`src/rtl/gf180mcu_fd_sc_mcu7t5v0__rxfilt_1.sv`:
```
// Receive-side input conditioner: resynchronises I, qualifies level changes over FILT_CNT cycles.
// Optional macro GF180MCU_FD_SC_MCU7T5V0__RXFILT_EDGE_EN enables the ZR/ZF edge-pulse flops.
module gf180mcu_fd_sc_mcu7t5v0__rxfilt_1 #(
    parameter int   SYNC_STAGES = 2,
    parameter int   FILT_CNT    = 4,
    parameter logic INIT        = 1'b0
) (
    input  logic CLK,
    input  logic RST,
    input  logic I,
    input  logic EN,
    output logic Z,
    output logic ZR,
    output logic ZF,
    output logic BUSY
);

    localparam int CNT_W = $clog2(FILT_CNT + 1);
    localparam logic [CNT_W-1:0] CNT_LAST = CNT_W'(FILT_CNT - 1);
    localparam logic [CNT_W-1:0] CNT_ONE  = CNT_W'(1);

    typedef enum logic {
        IDLE = 1'b0,
        QUAL = 1'b1
    } state_t;

    generate
        if (SYNC_STAGES < 2 || SYNC_STAGES > 4) begin : g_bad_sync
            $error("rxfilt: SYNC_STAGES must be in 2..4");
        end
        if (FILT_CNT < 1 || FILT_CNT > 255) begin : g_bad_filt
            $error("rxfilt: FILT_CNT must be in 1..255");
        end
    endgenerate

    // Synchroniser chain; stage 0 samples the asynchronous input.
    logic [SYNC_STAGES-1:0] sync_q;
    logic [SYNC_STAGES-1:0] sync_d;
    logic                   s;

    assign sync_d[0] = I;
    genvar gi;
    generate
        for (gi = 1; gi < SYNC_STAGES; gi++) begin : g_sync
            assign sync_d[gi] = sync_q[gi-1];
        end
    endgenerate

    always_ff @(posedge CLK) begin
        if (RST) begin
            sync_q <= {SYNC_STAGES{INIT}};
        end else begin
            sync_q <= sync_d;
        end
    end

    assign s = sync_q[SYNC_STAGES-1];

    state_t           state_q, state_d;
    logic [CNT_W-1:0] cnt_q, cnt_d;
    logic             z_q, z_d;

    always_ff @(posedge CLK) begin
        if (RST) begin
            state_q <= IDLE;
            cnt_q   <= '0;
            z_q     <= INIT;
        end else begin
            state_q <= state_d;
            cnt_q   <= cnt_d;
            z_q     <= z_d;
        end
    end

    always_comb begin
        state_d = state_q;
        cnt_d   = cnt_q;
        z_d     = z_q;
        case (state_q)
            IDLE: begin
                cnt_d = '0;
                if (EN && (s != z_q)) begin
                    if (FILT_CNT == 1) begin
                        z_d = s;
                    end else begin
                        state_d = QUAL;
                        cnt_d   = CNT_ONE;
                    end
                end
            end
            QUAL: begin
                // Any break in EN or in the difference discards all progress.
                if (!EN || (s == z_q)) begin
                    state_d = IDLE;
                    cnt_d   = '0;
                end else if (cnt_q == CNT_LAST) begin
                    z_d     = s;
                    state_d = IDLE;
                    cnt_d   = '0;
                end else begin
                    cnt_d = cnt_q + CNT_ONE;
                end
            end
            default: begin
                state_d = IDLE;
                cnt_d   = '0;
            end
        endcase
    end

    assign Z    = z_q;
    assign BUSY = (state_q == QUAL);

`ifdef GF180MCU_FD_SC_MCU7T5V0__RXFILT_EDGE_EN
    // Pulses are registered alongside z_q so they coincide with the new Z value.
    logic zr_q, zf_q;

    always_ff @(posedge CLK) begin
        if (RST) begin
            zr_q <= 1'b0;
            zf_q <= 1'b0;
        end else begin
            zr_q <= ~z_q & z_d;
            zf_q <= z_q & ~z_d;
        end
    end

    assign ZR = zr_q;
    assign ZF = zf_q;
`else
    assign ZR = 1'b0;
    assign ZF = 1'b0;
`endif

endmodule

```
`config.mk`:
```
export PLATFORM = sky130hd
export DESIGN_NAME = gf180mcu_fd_sc_mcu7t5v0__rxfilt_1
export DESIGN_NICKNAME = d
export VERILOG_FILES = /design/src/rtl/gf180mcu_fd_sc_mcu7t5v0__rxfilt_1.sv
export SDC_FILE = /design/constraint.sdc
export NUM_CORES = 1
export LEC_CHECK = 0
export ABC_AREA = 1
export ABC_CLOCK_PERIOD_IN_PS = 2900
export BUFFER_PORTS_ARGS = -buffer_cell sky130_fd_sc_hd__buf_4
export CAP_MARGIN = 10
export CORE_AREA = 2 2 39 41
export DETAILED_ROUTE_END_ITERATION = 12
export DIE_AREA = 0 0 41 43
export SYNTH_ARGS = -nofsm -noshare
export SYNTH_HDL_FRONTEND = slang
export SYNTH_SLANG_ARGS = --single-unit
export TNS_END_PERCENT = 50
```
`constraint.sdc`:
```
create_clock -name CLK -period 2.9 [get_ports CLK]
set_input_delay 0.145 -clock CLK [delete_from_list [all_inputs] [get_ports CLK]]
set_output_delay 0.145 -clock CLK [all_outputs]
set_load 0.02 [all_outputs]
```
==> results of run 1 <==
[registers in the layout, summed over array words and instances (netlist names)]
signal / flops
BUSY: 1
cnt_q: 3
Z: 1
sync_q: 2
[metrics by stage]
stage               instance area [sq um]  instances  hold WS [ps]  util, %
floorplan                             308         41           216        -
global placement                      350         60           340     25.3
detailed placement                    350         60           343     25.3
CTS                                   377         64          74.1     27.2
global route                          377         64          74.2     27.2
finish                                377         64          83.9     27.2
[cell families (layout without fill, tap and decap cells)]
family | after synthesis | count (layout) | share of synthesized area [%]
AND/OR/NAND/NOR | 18 | 18 | 26.3
buffers and inverters | 10 | 17 | 14.8
adder cells (fa/ha/maj) | 2 | 2 | 8.23
flip-flops | 7 | 7 | 46.1
AO/OA/AOI/OAI | 2 | 2 | 3.29
other | 1 | 2 | 1.23
[power groups by stage]
stage | logic, mW | registers [mW] | clock network (mW)
2_1_floorplan | 0.00837 | 0.101 | 0
3_3_place_gp | 0.0113 | 0.101 | 0
3_5_place_dp | 0.0114 | 0.101 | 0
4_1_cts | 0.0115 | 0.0989 | 0.0930
5_1_grt | 0.0130 | 0.0992 | 0.0968
6_report | 0.0114 | 0.0990 | 0.0880
[layout by cell type (no fill, tap or decap)]
cell,count
dfxtp_1,7
inv_1,8
clkbuf_4,3
clkbuf_1,1
nor3b_2,1
conb_1,2
ha_1,2
nor2_1,8
nor2_2,1
o21ai_0,2
nand3_1,1
nand2_1,7
buf_4,5
[cell type report]
| type | count | area, sq um | share of cell area [%] |
|---|---|---|---|
| flip-flops and latches | 7 | 140 | 37.2 |
| multi-input cells | 24 | 123 | 32.6 |
| repair buffers | 5 | 37.5 | 9.97 |
| inverters | 8 | 30.0 | 7.97 |
| clock buffers | 4 | 26.3 | 6.98 |
| well taps | 16 | 20.0 | 5.32 |
[metal layers]
layer / track usage, % / part of all wire [%]
met1: 7.74 / 50
met2: 8.44 / 40
met3: 4.71 / 10
met4: 8.00 / 0
met5: 0 / 0
[synthesized netlist by cell type]
master and count:
buf_4 2, conb_1 1, dfxtp_1 7, ha_1 2, inv_1 8, nand2_1 7
nand3_1 1, nor2_1 8, nor2_2 1, nor3b_2 1, o21ai_0 2
[path summary, 6_finish.rpt]
check	startpoint	endpoint	slack, ps	cells after the start
max	cnt_q[0]$_SDFF_PP0_	cnt_q[1]$_SDFF_PP0_	1750	5
min	RST	sync_q[1]$_SDFF_PP0_	80	2
max reg2reg	cnt_q[0]$_SDFF_PP0_	cnt_q[1]$_SDFF_PP0_	1750	5
min reg2reg	sync_q[0]$_SDFF_PP0_	sync_q[1]$_SDFF_PP0_	400	2
==> flow_metrics.py, run 1 <==
metrics = {
    "status": {
        "outcome": "complete, no violations",
    },
    "global_route": {
        "grt_max_degree": 6,
        "grt-ovfl-total": 0,
        "antenna_found_initial": 0,
        "gr-usage-all-layers_pct": 7.24,
        "grt_pass1_vias": 206,
        "grt_pass1_wl_um": 772,
    },
    "timing": {
        "clock.fmax_mhz": 873,
        "finalCritPeriodShare_pct": 39.5,
        "hold_viol": 0,
        "setup_tns_ps": 0,
        "finalSetupViolCount": 0,
        "maxSlewViolCount": 0,
        "rsz0062_at_grt": "no",
        "setup_ws_ps": 1750,
        "layout_min_cycle_time_ps": 1150,
        "clock_skew_ps": 0.320,
    },
    "synthesis": {
        "synth_top_area_share_pct": 46.1,
        "synth-seq-cells": 7,
        "avgSynthCellArea_sq_um": 7.60,
        "synth_top_area_cell": "dfxtp_1",
        "synth_cell_type_count": 11,
        "synthCells": 40,
        "synth.area.top_cells": "dfxtp_1, inv_1, nor2_1",
        "ys_warn_count": 0,
        "syn-cell-area_sq_um": 304,
        "ys_seq_area_share_pct": 46.1,
    },
    "critical_path": {
        "path_cells": "ha_1, ha_1, nor3b_2, nand2_1, nor2_1",
        "worstPathRequired_ps": 3090,
        "crit_family": "adder cells",
        "crit_path_start_kind": "register",
        "critPathMostFrequentCell": "ha_1",
        "cp-end-kind": "register",
        "path_buf_inv": 0,
        "critPathSlowestCell": "dfxtp_1",
        "worst_ep_arrival_time_ps": 1330,
        "worstSetupPathType": "register to register",
        "cp_max_fo": 4,
        "slowest_delay_ps": 310,
    },
    "power": {
        "power.density_mw_per_mm2": 527,
        "p_leak_nw": 0.176,
        "swShare_pct": 21.7,
        "peakVddDrop_mv": 0.209,
        "pwr-share-comb_pct": 5.7,
        "fin_total_pwr_mw": 0.198,
        "clock_power_share_pct": 44.4,
        "p_sw_mw": 0.0431,
        "p_int_mw": 0.155,
        "power_frac_seq_pct": 49.9,
    },
    "placed_design": {
        "hpwl_um": 353,
        "gp_congestion": 0.683,
        "port_buffers": 5,
        "place_ws_ps": 1760,
    },
    "worst_hold_path": {
        "hold_class": "primary input to register",
    },
    "final_layout": {
        "area_growth_pct": 23.9,
        "final_net_count": 55,
        "drive_above_1_share_pct": 20.8,
        "n_antenna_cell": 0,
        "n_fill_cell": 153,
    },
    "cts": {
        "cts_tree": "yes",
        "clk_pin_slew_ps": 50,
        "clk_latency_ps": 250,
        "cts_buffers": 3,
        "clk_path_buf_depth": 2,
        "clock-sinks": 7,
        "cts-root-buf": "clkbuf_4",
        "cts_htree_levels": 1,
        "hold_buffers": 0,
        "post_cts_buffers": 0,
        "cts_resized": 0,
    },
    "floorplan": {
        "rows": 14,
        "dieArea_sq_mm": 0.00176,
        "ios": 8,
        "die_x_um": 41,
        "fp.dieH_um": 43,
        "coreArea_sq_mm": 0.00138,
        "start_util_pct": 22.0,
    },
    "drt": {
        "drt_first_pass_iters": 2,
        "avgViaCountPerCell": 3.70,
        "drt-initial-drc-count": 1,
        "drc_errors": 0,
        "wl_per_cell_um": 7.02,
        "totalWireLength_um": 449,
        "ant_nets": 0,
        "num_vias": 237,
    },
    "run": {
        "max_cap_viol_count": 0,
    },
}
Power figures use the tool's default switching activity.
==> run 2: changes to the inputs <==
--- a/config.mk
+++ b/config.mk
@@ -6,7 +6,7 @@
 export NUM_CORES = 1
 export LEC_CHECK = 0
 export ABC_AREA = 1
-export ABC_CLOCK_PERIOD_IN_PS = 2900
+export ABC_CLOCK_PERIOD_IN_PS = 1080
 export BUFFER_PORTS_ARGS = -buffer_cell sky130_fd_sc_hd__buf_4
 export CAP_MARGIN = 10
 export CORE_AREA = 2 2 39 41
==> constraint.sdc (replaced) <==
create_clock -name CLK -period 1.08 [get_ports CLK]
set_input_delay 0.054 -clock CLK [delete_from_list [all_inputs] [get_ports CLK]]
set_output_delay 0.054 -clock CLK [all_outputs]
set_load 0.02 [all_outputs]
==> run 2 against run 1 <==
  * Hold slack worse by 74 ps
  * Setup slack worse by 1700 ps
  * Clock-buffer cell count stayed put
  * Utilization is 3.2 points higher
==> flow_metrics.py, run 2 (synthesis results as in run 1) <==
metrics = {
    "global_route": {
        "grt_max_degree": 6,
        "grt-ovfl-total": 0,
        "top_usage_layer": "met2",
        "gr-usage-met1_pct": 9.71,
        "grt_pass1_vias": 238,
        "grt_use_met3_pct": 6.28,
        "grtUsageMet2_pct": 10.3,
        "antenna_found_initial": 0,
        "grt_pass1_wl_um": 924,
        "gr-usage-all-layers_pct": 8.45,
    },
    "drt": {
        "num_vias": 265,
        "drt_first_pass_iters": 4,
        "ant_nets": 0,
        "avgViaCountPerCell": 4.02,
        "wl_per_cell_um": 7.44,
        "drc_errors": 0,
        "drt-initial-drc-count": 12,
        "totalWireLength_um": 491,
    },
    "cts": {
        "cts_buffers": 3,
        "clk_path_buf_depth": 2,
        "cts_htree_levels": 1,
        "cts_tree": "yes",
        "clk_latency_ps": 250,
        "clock-sinks": 7,
        "cts-root-buf": "clkbuf_4",
        "clk_pin_slew_ps": 50,
    },
    "timing": {
        "hold_ws_ps": 9.49,
        "clock_skew_ps": 3.41,
        "clock.fmax_mhz": 940,
        "maxSlewViolCount": 0,
        "hold_viol": 0,
        "finalSetupViolCount": 0,
        "rsz0062_at_grt": "yes",
        "finalCritPeriodShare_pct": 98.5,
        "layout_min_cycle_time_ps": 1060,
    },
    "floorplan": {
        "ios": 8,
        "rows": 14,
        "start_util_pct": 22.0,
        "coreArea_sq_mm": 0.00138,
        "dieArea_sq_mm": 0.00176,
        "fp.dieH_um": 43,
        "die_x_um": 41,
    },
    "final_layout": {
        "final_cell_mix": "inv_1, nor2_1, nand2_1",
        "postLayoutCoreUtil_pct": 30.4,
        "final_net_count": 57,
        "fin_area_sq_um": 420,
        "drive_above_1_share_pct": 28.0,
        "layout.cells.non_filler": 66,
        "area_growth_pct": 38.3,
        "top_regs": "cnt_q x3, sync_q x2",
        "largest_reg_flops": 3,
        "top_register": "cnt_q",
        "n_antenna_cell": 0,
    },
    "critical_path": {
        "slowest_delay_ps": 320,
        "critPathMostFrequentCell": "ha_4",
        "critPathSlowestCell": "dfxtp_1",
        "worst_ep_arrival_time_ps": 1250,
        "worstSetupPathType": "register to register",
        "crit_family": "simple AND/OR/NAND/NOR gates",
        "crit_path_start_kind": "register",
        "path_buf_inv": 0,
        "cp-end-kind": "register",
        "path_cells": "ha_4, ha_4, nor3b_2, nand2_1, nor2_1",
        "worstPathRequired_ps": 1270,
        "cp_max_fo": 4,
    },
    "power": {
        "peakVddDrop_mv": 0.479,
        "fin_total_pwr_mw": 0.536,
        "p_leak_nw": 0.184,
        "power.density_mw_per_mm2": 1280,
    },
    "placed_design": {
        "port_buffers": 5,
        "dp_cells": 60,
        "postPlaceCellArea_sq_um": 350,
        "hpwl_um": 357,
        "gp_congestion": 0.772,
    },
    "run": {
        "max_cap_viol_count": 0,
    },
    "status": {
        "outcome": "complete, no violations",
    },
    "worst_hold_path": {
        "hold_class": "primary input to register",
    },
}
[run 2: cell count changes in the layout (fill, tap and decap cells not counted), moves of 2 or more]
cell / before / now
ha_1: 2 / 0
ha_4: 0 / 2
o21ai_0: 2 / 0
o21ai_1: 0 / 2
[run 2: repair_timing]
action	in CTS	in global routing
setup endpoints to repair	4	4
endpoints found under the hold margin	2	0
buffers inserted	0	1
pin swaps	1	4
hold buffers	1	0
resized for setup	3	4
[run 2: layout make-up]
type                       count  area [sq um]
clock buffer                   4          26.3
fill                         141           963
inverter                       8          30.0
multi-input combinational     24           148
sequential                     7           141
tap                           16          20.0
timing repair buffer           7          55.1
[run 2: layer usage]
metal | part of all wire [%] | up-vias
met4 | 0 | 0
met2 | 43 | 17
met1 | 41 | 113
li1 | - | 135
met5 | 0 | -
met3 | 15 | 0
[run 2: final timing paths]
path	slack, ps	from	endpoint	cells past startpoint
worst min register to register	400	sync_q[0]$_SDFF_PP0_	sync_q[1]$_SDFF_PP0_	2
worst min-delay path	9	I	sync_q[0]$_SDFF_PP0_	3
worst max-delay path	20	cnt_q[1]$_SDFF_PP0_	cnt_q[2]$_SDFF_PP0_	5
worst max register to register	20	cnt_q[1]$_SDFF_PP0_	cnt_q[2]$_SDFF_PP0_	5
[run 2: worst register-to-register path: stages, from the launching register on]
cell and delay (ps):
dfxtp_1 320, ha_4 160, ha_4 170, nor3b_2 170, nand2_1 80, nor2_1 100
[run 2: power by group]
| part | internal (mW) | switching [mW] |
|---|---|---|
| logic | 0.0160 | 0.0192 |
| clock network | 0.141 | 0.0942 |
| registers | 0.264 | 0.00271 |
| total | 0.420 | 0.116 |
[run 2: metrics by stage]
| stage | setup WS, ps | TNS, ps |
|---|---|---|
| 6_report | 16.5 | 0 |
| 5_1_grt | -57.3 | -85.6 |
| 4_1_cts | 2.97 | 0 |
| 3_5_place_dp | -81.1 | -233 |
| 3_3_place_gp | -44.4 | -104 |
| 2_1_floorplan | 26.0 | 0 |
